==> src/rtl/sop_sweep_capture.sv <==
// Sweeps all 32 {X,Y,Z,K,M} vectors with true/complement rails into an SOP network and captures F.
// Optional golden-model comparison is enabled with SOP_SELFCHECK_EN (adds mismatch/first_fail ports).
module sop_sweep_capture #(
    parameter int unsigned SETTLE_CYC = 1
) (
    input  logic        clk,
    input  logic        rst_n,
    input  logic        start,
    input  logic        f_in,
    output logic        X,
    output logic        Y,
    output logic        Z,
    output logic        K,
    output logic        M,
    output logic        noX,
    output logic        noY,
    output logic        noZ,
    output logic        noK,
    output logic        noM,
    output logic        busy,
    output logic        done,
    output logic [31:0] truth_table,
    output logic [5:0]  ones_count
`ifdef SOP_SELFCHECK_EN
    ,
    output logic        mismatch,
    output logic [4:0]  first_fail
`endif
);

    typedef enum logic [1:0] {S_IDLE, S_HOLD, S_SAMPLE, S_DONE} state_t;

    localparam logic [3:0] SETTLE_L = 4'(SETTLE_CYC);

    state_t      state_q, state_d;
    logic [4:0]  idx_q, idx_d;
    logic [3:0]  cnt_q, cnt_d;
    logic [31:0] tt_q, tt_d;
    logic [5:0]  ones_q, ones_d;
    logic [4:0]  rail_q, rail_d;
    logic [4:0]  nrail_q, nrail_d;
    logic        busy_q, busy_d;
    logic        done_q, done_d;
    logic        accept;
    logic        sample;

    assign accept = (state_q == S_IDLE) && start;
    assign sample = (state_q == S_HOLD) && (cnt_q == SETTLE_L);

    always_ff @(posedge clk or negedge rst_n) begin
        if (!rst_n) begin
            state_q <= S_IDLE;
            idx_q   <= '0;
            cnt_q   <= '0;
            tt_q    <= '0;
            ones_q  <= '0;
            rail_q  <= '0;
            nrail_q <= '1;
            busy_q  <= 1'b0;
            done_q  <= 1'b0;
        end else begin
            state_q <= state_d;
            idx_q   <= idx_d;
            cnt_q   <= cnt_d;
            tt_q    <= tt_d;
            ones_q  <= ones_d;
            rail_q  <= rail_d;
            nrail_q <= nrail_d;
            busy_q  <= busy_d;
            done_q  <= done_d;
        end
    end

    always_comb begin
        state_d = state_q;
        case (state_q)
            S_IDLE:   if (start) state_d = S_HOLD;
            S_HOLD:   if (sample) state_d = S_SAMPLE;
            S_SAMPLE: state_d = (idx_q == 5'd31) ? S_DONE : S_HOLD;
            S_DONE:   state_d = S_IDLE;
            default:  state_d = S_IDLE;
        endcase
    end

    always_comb begin
        idx_d  = idx_q;
        cnt_d  = cnt_q;
        tt_d   = tt_q;
        ones_d = ones_q;
        if (accept) begin
            idx_d  = '0;
            cnt_d  = '0;
            tt_d   = '0;
            ones_d = '0;
        end else if (state_q == S_HOLD) begin
            cnt_d = cnt_q + 4'd1;
            if (sample) begin
                tt_d[idx_q] = f_in;
                ones_d      = ones_q + {5'd0, f_in};
            end
        end else if (state_q == S_SAMPLE && idx_q != 5'd31) begin
            idx_d = idx_q + 5'd1;
            cnt_d = '0;
        end
    end

    // Both rail sets load from the next index so they flip on the same edge.
    always_comb begin
        rail_d  = idx_d;
        nrail_d = ~idx_d;
        busy_d  = (state_d == S_HOLD) || (state_d == S_SAMPLE);
        done_d  = (state_d == S_DONE);
    end

    assign {X, Y, Z, K, M}           = rail_q;
    assign {noX, noY, noZ, noK, noM} = nrail_q;
    assign busy        = busy_q;
    assign done        = done_q;
    assign truth_table = tt_q;
    assign ones_count  = ones_q;

`ifdef SOP_SELFCHECK_EN
    logic       mismatch_q, mismatch_d;
    logic [4:0] first_fail_q, first_fail_d;
    logic       gx, gy, gz, gk, gm, golden;

    assign {gx, gy, gz, gk, gm} = idx_q;
    assign golden = (gy & gk & gm) | (gz & ~gm) | (gx & ~gy & gk & ~gz)
                  | (~gx & gk & ~gz) | (~gy & ~gz) | (gx & ~gz & gm);

    always_comb begin
        mismatch_d   = mismatch_q;
        first_fail_d = first_fail_q;
        if (accept) begin
            mismatch_d   = 1'b0;
            first_fail_d = '0;
        end else if (sample && (f_in != golden)) begin
            mismatch_d = 1'b1;
            if (!mismatch_q) first_fail_d = idx_q;
        end
    end

    always_ff @(posedge clk or negedge rst_n) begin
        if (!rst_n) begin
            mismatch_q   <= 1'b0;
            first_fail_q <= '0;
        end else begin
            mismatch_q   <= mismatch_d;
            first_fail_q <= first_fail_d;
        end
    end

    assign mismatch   = mismatch_q;
    assign first_fail = first_fail_q;
`endif

endmodule

==> config.mk <==
export PLATFORM = sky130hd
export DESIGN_NAME = sop_sweep_capture
export DESIGN_NICKNAME = d
export VERILOG_FILES = /design/src/rtl/sop_sweep_capture.sv
export SDC_FILE = /design/constraint.sdc
export NUM_CORES = 1
export LEC_CHECK = 0
export CORE_ASPECT_RATIO = 2
export CORE_MARGIN = 2
export CORE_UTILIZATION = 51
export DETAILED_ROUTE_END_ITERATION = 8
export HOLD_SLACK_MARGIN = 0.08
export PLACE_DENSITY = 0.79
export SETUP_SLACK_MARGIN = 0.15
export SYNTH_ARGS = -nofsm -noshare
export SYNTH_HDL_FRONTEND = slang
export SYNTH_SLANG_ARGS = --single-unit
==> constraint.sdc <==
create_clock -name clk -period 3 [get_ports clk]
set_clock_uncertainty 0.15 [all_clocks]
set_input_delay 0.3 -clock clk [delete_from_list [all_inputs] [get_ports clk]]
set_output_delay 0.3 -clock clk [all_outputs]
set_load 0.02 [all_outputs]
==> results of run 1 <==
layout by cell type (no fill, tap or decap), drive strengths merged, types with 2 or more instances in the layout:
cell type,instances
clkdlybuf4s50,52
dfrtp,51
nand2,39
mux2i,36
nor3,33
ha,10
nor2,9
nand3b,7
clkbuf,7
nand3,6
or3b,6
dfstp,5
buf,5
inv,4
o21ai,4
or2,4
and3,2
nand2b,2
o21a,2
xnor2,2
or3,2
o211ai,2
a22o,2
o31ai,2
or4,2
a21oi,2
nor3b,2
worst max path at each step:
stage / from / endpoint / slack [ns] / cells after the start
2_1_floorplan: rail_q[1] / nrail_q[4] / 0.74 / 7
3_3_place_gp: rail_q[1] / nrail_q[4] / 0.80 / 6
3_5_place_dp: rail_q[1] / nrail_q[4] / 0.76 / 6
4_1_cts: rail_q[1] / nrail_q[0] / 0.74 / 6
5_1_grt: rail_q[1] / nrail_q[4] / 0.64 / 6
6_report: rail_q[1] / nrail_q[0] / 0.74 / 6
layout make-up:
cell class              instances  area share
clock buffers                   7     0.02546
clock inverters                 1    0.002214
inverters                       4    0.004428
multi-input cells             184      0.3646
flip-flops and latches         56      0.4151
well taps                      58     0.02140
repair buffers                 58      0.1668
Yosys cell counts:
master	instances	area, um^2
sky130_fd_sc_hd__a21o_1	1	7.510
sky130_fd_sc_hd__a21oi_1	2	10.01
sky130_fd_sc_hd__a22o_1	2	17.52
sky130_fd_sc_hd__a31o_2	1	8.760
sky130_fd_sc_hd__and3_1	2	12.51
sky130_fd_sc_hd__buf_1	2	7.510
sky130_fd_sc_hd__buf_2	8	40.04
sky130_fd_sc_hd__clkbuf_1	7	26.28
sky130_fd_sc_hd__dfrtp_1	51	1276
sky130_fd_sc_hd__dfstp_2	5	131.4
sky130_fd_sc_hd__ha_1	10	125.1
sky130_fd_sc_hd__inv_1	4	15.01
sky130_fd_sc_hd__mux2i_1	36	360.4
sky130_fd_sc_hd__nand2_1	39	146.4
sky130_fd_sc_hd__nand2b_1	2	12.51
sky130_fd_sc_hd__nand3_1	6	30.03
sky130_fd_sc_hd__nand3b_1	7	52.55
sky130_fd_sc_hd__nand4b_1	1	8.760
sky130_fd_sc_hd__nor2_1	9	33.78
sky130_fd_sc_hd__nor2b_1	1	6.260
sky130_fd_sc_hd__nor3_1	33	165.2
sky130_fd_sc_hd__nor3b_1	1	7.510
sky130_fd_sc_hd__nor3b_2	1	12.51
sky130_fd_sc_hd__nor4_1	1	6.260
sky130_fd_sc_hd__nor4bb_1	1	10.01
sky130_fd_sc_hd__o211ai_1	2	15.01
sky130_fd_sc_hd__o21a_1	2	15.01
sky130_fd_sc_hd__o21ai_0	4	20.02
sky130_fd_sc_hd__o22ai_1	1	6.260
sky130_fd_sc_hd__o2bb2ai_1	1	8.760
sky130_fd_sc_hd__o31ai_1	2	15.01
sky130_fd_sc_hd__or2_2	4	25.02
sky130_fd_sc_hd__or3_1	2	12.51
sky130_fd_sc_hd__or3b_1	3	26.28
sky130_fd_sc_hd__or3b_2	3	26.28
sky130_fd_sc_hd__or4_1	2	15.01
sky130_fd_sc_hd__xnor2_1	2	17.52
state kept, by name (all words and copies together) (netlist names):
signal and flops:
rail_q 5, done 1, ones_count 6, cnt_q 4, nrail_q 5, state_q 2, busy 1, truth_table 32
power by group through the flow:
| stage | clock (mW) | combinational (mW) | sequential, mW |
|---|---|---|---|
| finish | 0.429 | 0.849 | 0.969 |
| global route | 0.466 | 0.945 | 0.987 |
| CTS | 0.433 | 0.854 | 0.967 |
| detailed placement | 0 | 0.852 | 0.981 |
| global placement | 0 | 0.837 | 0.975 |
| floorplan | 0 | 0.532 | 1.02 |
per-stage QoR:
step / utilization / hold slack [ns] / worst slack [ns]
4_1_cts: 0.6598 / 0.3468 / 0.7410
2_1_floorplan: - / -0.1456 / 0.7424
6_report: 0.6598 / 0.3498 / 0.7424
5_1_grt: 0.6598 / 0.3534 / 0.6399
3_3_place_gp: 0.6396 / 0.3227 / 0.8007
3_5_place_dp: 0.6396 / 0.3291 / 0.7631
worst max-delay path: cells and delay by family, from the launching register on:
| kind | cells | cell delay, ns |
|---|---|---|
| xor gates and xnor gates | 1 | 0.18 |
| DFF | 1 | 0.44 |
| adders and majority gates | 2 | 0.46 |
| and+or+nand+nor | 3 | 0.95 |
cells by family after synthesis:
logic type,Yosys count
and+or+nand+nor,118
DFF,56
muxes,36
buffers and inverters,21
AOI/OAI and AO/OA,18
adders and majority gates,10
xor gates and xnor gates,2
routing by layer:
| metal | vias to the layer above | global-route usage | part of all wire |
|---|---|---|---|
| li1 | 1005 | - | - |
| met1 | 1024 | 0.2466 | 0.40 |
| met2 | 42 | 0.3597 | 0.54 |
| met3 | 12 | 0.03846 | 0.031 |
| met4 | 0 | 0.1098 | 0.028 |
| met5 | - | 0 | 0 |
==> results.yml, run 1 <==
routing:
  drt-vias-per-instance: 5.660
  post_dr_wirelength_cell_um: 16.18
  total_drc_errors_in_the_routed_layout: 0
  drt.antenna.violating_nets: 0
  detailedRoute.firstIterationViolations: 43
  detailed_route_via_count: 2083
  dr.pass1.iters: 4
  detail_route.wirelength_um: 5953
min_path:
  hold_depth: 1
  min-delay-start: "ones_count[5]"
  worstHoldEndpoint: "ones_count[5]"
  hold_class: "reg -> reg"
setup_path:
  max_stage_delay_ns: 0.48
  crit_path_end_kind: "flip-flop"
  cp-start-kind: "flip-flop"
  critical_path_peak_fanout: 6
  worst-r2r-setup-slack_ns: 0.74
  r2r.worst_path.cells: 6
  crit-reg2reg-capture: "nrail_q[0]"
  worst_ep_arrival_time_ns: 2.34
  crit_path_cell_trace: "ha_1 -> and3_1 -> ha_1 -> or3b_1 -> xnor2_1 -> or2_2"
  r2r_start: "rail_q[1]"
  critical-path-slowest-cell: "sky130_fd_sc_hd__or3b_1"
  most_frequent_cell_on_the_critical_path: "sky130_fd_sc_hd__ha_1"
  timing.setup.critical_path_class: "reg -> reg"
  data_required_time_of_the_critical_path_ns: 3.09
outcome:
  result_of_the_run: "finished clean"
yosys:
  synth_warnings: 0
  number_of_instances_in_the_synthesized_netlist: 261
  synth_xor_xnor_area_share: 0.006410
  post_synth_and_or_nand_nor_area_fraction: 0.2230
  ys_seq_elements: 56
  synth_top_family_by_area: "simple AND/OR/NAND/NOR gates"
  post_synth_fa_ha_maj_area_fraction: 0.04579
  synth_area_per_cell_um2: 10.47
  post_synthesis_compound_gate_area_fraction: 0.04533
  ys_types: 37
  post_synth_instance_area_mm2: 0.002733
  synthesis.nets: 275
  ys_seq_area_frac: 0.5151
  muxShareOfSynthArea: 0.1319
global_route:
  antenna_found_initial: 0
  groute.usage.overall: 0.2099
  maximum_number_of_pins_on_one_net_before_global_route_repair: 57
  grt_first_pass_wirelength_um: 9729
  grt-ovfl-total: 0
  vias_in_the_first_global_route: 2051
finish:
  fin_area_mm2: 0.003391
  insertedDiodeCount: 0
  final_net_count: 323
  multiInputGateArea_mm2: 0.001236
  final_cells: 368
  area_growth_pct: 24.08
  layout_cells_sized_above_1: 0.08387
  num-fill-cells: 408
  register_area_mm2: 0.001408
sta:
  summed_negative_setup_slack_over_all_endpoints_ns: 0
  final.period_utilization: 0.7525
  worst_pin_slew_ns: 0.7147
  finalMaxSlewViolations: 0
  period_needed_ns: 2.258
  hold_viol: 0
  setup_viol_count_final: 0
  rsz0062_at_grt: "no"
  max_slew_margin: 0.5235
  max_clock_freq_mhz: 443.0
clock_network:
  htree_levels: 2
  cts_max_path_buffers: 2
  cts_made_buffers: 5
  cts_num_sinks: 56
  cts_tree: "built"
  clock_slew_at_the_register_clock_pins_of_the_worst_setup_and_hold_paths_ns: 0.10
  insertion_delay_ns: 0.31
  hold_buffers: 1
  cts_post_setup_buffers_inserted: 0
  ctsRootBufferMaster: "sky130_fd_sc_hd__clkbuf_8"
  post_cts_resize_count: 0
power_and_ir_drop:
  p_seq_frac: 0.431
  sw_frac_of_total: 0.3986
  power_frac_clock: 0.191
  internal_power_mw: 1.351
  combPwrFrac: 0.378
  vdd_drop_max_v: 0.0006344
  reported_leakage_power_nw: 1.382
  p_switching_uw: 895.6
  power_density_mw_per_mm2: 662.7
  sum_of_internal_switching_and_leakage_power_mw: 2.247
run:
  drv.max_cap_violation_count: 0
placement:
  place.port_buffers: 53
  dp_cells: 359
  placement.cell_area_mm2: 0.003287
  place.gp.congestion: 0.7858
  detailed_placer_s_ending_hpwl_um: 4138
die:
  fp.coreArea_mm2: 0.005139
  initial_core_util: 0.5318
  die-width_um: 55.76
  row_count: 37
  ios: 54
  floorplan.die.height_um: 107.5
  die_area_mm2: 0.005995
Power figures use the tool's default switching activity.
==> run 2, diff against run 1 <==
- CORE_UTILIZATION: 51 -> 46
- PLACE_DENSITY: 0.79 -> 0.75
- clock period: 3 -> 1.85 ns (I/O delays scaled with it)
==> run 2 against run 1 <==
Compared with the run above:
- wire length grew 33%
- fmax grew 15%
- flip-flop and latch count is the same
- the flow now finishes with violations (negative setup slack)
- critical path type unchanged
- worst setup slack lost 0.86 ns
- register-to-register slack lost 0.86 ns
- count of clock-buffer cells in the layout shrank 1
- first-iteration DRC count grew to 2.7 times the previous value
- via count grew 13%
- total power grew 140%
- die area grew 10%
- global-route usage grew 3.2 points
- final cell count grew 9.5%
==> results.yml, run 2 (synthesized netlist as in run 1, its figures left out) <==
finish:
  commonest_cells_after_routing_fill_and_taps_aside: "49 x sky130_fd_sc_hd__dfrtp_1, 39 x sky130_fd_sc_hd__clkdlybuf4s50_1, 37 x sky130_fd_sc_hd__nand2_1, 36 x sky130_fd_sc_hd__mux2i_1, 32 x sky130_fd_sc_hd__nor3_4"
  layout.cells.most_common: "sky130_fd_sc_hd__dfrtp_1"
  register_area_mm2: 0.001410
  num-fill-cells: 373
  layout.core_utilization: 0.7690
  multiInputGateArea_mm2: 0.001727
  fin_area_mm2: 0.004390
  insertedDiodeCount: 0
  number_of_flip_flops_in_the_largest_register: 32
  layout_cells_sized_above_1: 0.3246
  final_cells: 403
  area_growth_pct: 60.67
  final_net_count: 355
global_route:
  maximum_number_of_pins_on_one_net_before_global_route_repair: 39
  grt_first_pass_wirelength_um: 12100
  groute.usage.overall: 0.2416
  antenna_found_initial: 0
  grt-ovfl-total: 0
  vias_in_the_first_global_route: 2426
routing:
  total_drc_errors_in_the_routed_layout: 0
  detailedRoute.firstIterationViolations: 116
  dr.pass1.iters: 4
  post_dr_wirelength_cell_um: 19.64
  drt-vias-per-instance: 5.849
  detailed_route_via_count: 2357
  detail_route.wirelength_um: 7915
  drt.antenna.violating_nets: 0
die:
  initial_core_util: 0.4786
  row_count: 39
  die_area_mm2: 0.006611
  die-width_um: 58.50
  fp.coreArea_mm2: 0.005709
  floorplan.die.height_um: 113
  ios: 54
setup_path:
  critical_path_peak_fanout: 5
  worst-r2r-setup-slack_ns: -0.12
  r2r_start: "rail_q[1]"
  data_required_time_of_the_critical_path_ns: 1.91
  r2r.worst_path.cells: 6
  timing.setup.critical_path_class: "reg -> reg"
  worst_ep_arrival_time_ns: 2.03
  crit_path_end_kind: "flip-flop"
  cp-start-kind: "flip-flop"
  crit-reg2reg-capture: "nrail_q[3]"
clock_network:
  cts_made_buffers: 5
  insertion_delay_ns: 0.30
  ctsRootBufferMaster: "sky130_fd_sc_hd__clkbuf_16"
  cts_num_sinks: 56
  clock_slew_at_the_register_clock_pins_of_the_worst_setup_and_hold_paths_ns: 0.07
  cts_max_path_buffers: 2
  cts_tree: "built"
  htree_levels: 2
outcome:
  result_of_the_run: "finished, violations left"
  violations: "negative setup slack"
sta:
  whs_ns: 0.1967
  summed_negative_setup_slack_over_all_endpoints_ns: -0.6753
  final.period_utilization: 1.062
  max_slew_margin: 0.6772
  postLayoutSetupSlackWorst_ns: -0.1156
  max_clock_freq_mhz: 508.8
  hold_viol: 0
  period_needed_ns: 1.966
  finalMaxSlewViolations: 0
  setup_viol_count_final: 11
  worst_pin_slew_ns: 0.4829
  rsz0062_at_grt: "yes"
placement:
  place.gp.congestion: 0.8219
  place_worst_setup_slack_ns: -0.2298
  placement.cell_area_mm2: 0.003598
  detailed_placer_s_ending_hpwl_um: 4720
  dp_cells: 383
  place.port_buffers: 53
power_and_ir_drop:
  power_density_mw_per_mm2: 1233
  reported_leakage_power_nw: 2.024
  combPwrFrac: 0.515
  vdd_drop_max_v: 0.001429
  internal_power_mw: 3.231
  power_frac_clock: 0.206
  p_switching_mw: 2.182
  sw_frac_of_total: 0.4032
  sum_of_internal_switching_and_leakage_power_mw: 5.413
  p_seq_frac: 0.279
run:
  drv.max_cap_violation_count: 0
min_path:
  hold_class: "in -> async"
[run 2: cell count changes in the layout (fill, tap and decap cells not counted), moves of 5 or more]
| cell | delta |
|---|---|
| sky130_fd_sc_hd__dlygate4sd2_1 | +11 |
| sky130_fd_sc_hd__nor3_1 | -32 |
| sky130_fd_sc_hd__buf_12 | +7 |
| sky130_fd_sc_hd__buf_4 | +16 |
| sky130_fd_sc_hd__or3b_4 | +5 |
| sky130_fd_sc_hd__clkdlybuf4s50_1 | -13 |
| sky130_fd_sc_hd__clkbuf_8 | -5 |
| sky130_fd_sc_hd__clkbuf_16 | +7 |
| sky130_fd_sc_hd__nor3_4 | +32 |
[run 2: critical path: stages (launching register included)]
cell and delay, ns:
sky130_fd_sc_hd__dfrtp_2 0.42, sky130_fd_sc_hd__ha_4 0.17, sky130_fd_sc_hd__and3_4 0.18, sky130_fd_sc_hd__ha_4 0.15, sky130_fd_sc_hd__or3b_4 0.42, sky130_fd_sc_hd__o21a_1 0.20
sky130_fd_sc_hd__o21ai_0 0.20
[run 2: timing repair]
| action | in CTS | in global routing |
|---|---|---|
| setup endpoints to repair | 63 | 55 |
| endpoints found under the hold margin | 44 | 0 |
| pin swaps | 27 | 23 |
| resized for setup | 77 | 29 |
| hold buffers | 1 | 0 |
| cloned | 2 | 2 |
| setup buffers | 0 | 7 |
[run 2: how the worst max path moves through the flow]
stage	start	to	depth (start not counted)
final	rail_q[1]	nrail_q[3]	6
after global placement	rail_q[0]	rail_q[3]	6
after CTS	rail_q[0]	rail_q[3]	6
after global routing	rail_q[1]	nrail_q[2]	7
after floorplan	rail_q[1]	nrail_q[4]	7
after detailed placement	rail_q[0]	rail_q[3]	6
[run 2: area by class of cell]
class,count,share of cell area
clock buffers,6,0.03163
clock inverters,2,0.008834
inverters,4,0.003990
multi-input cells,184,0.3933
flip-flops and latches,56,0.3212
well taps,61,0.01738
repair buffers,90,0.2237
[run 2: power by group through the flow]
stage          clock [mW]  sequential [mW]  combinational (mW)
2_1_floorplan           0             1.67               0.973
3_3_place_gp            0             1.53                1.79
3_5_place_dp            0             1.53                1.81
4_1_cts              1.13             1.51                2.43
5_1_grt              1.17             1.53                2.96
6_report             1.12             1.51                2.79
[run 2: layer usage]
metal  routed length [um]  share of wire  vias up  global-route usage
met5                    0              0        -                   0
li1                     -              -     1074                   -
met2                 4677           0.59       69              0.4449
met3                  307          0.039       18             0.03543
met4                  231          0.029        0             0.07752
met1                 2699           0.34     1196              0.2748
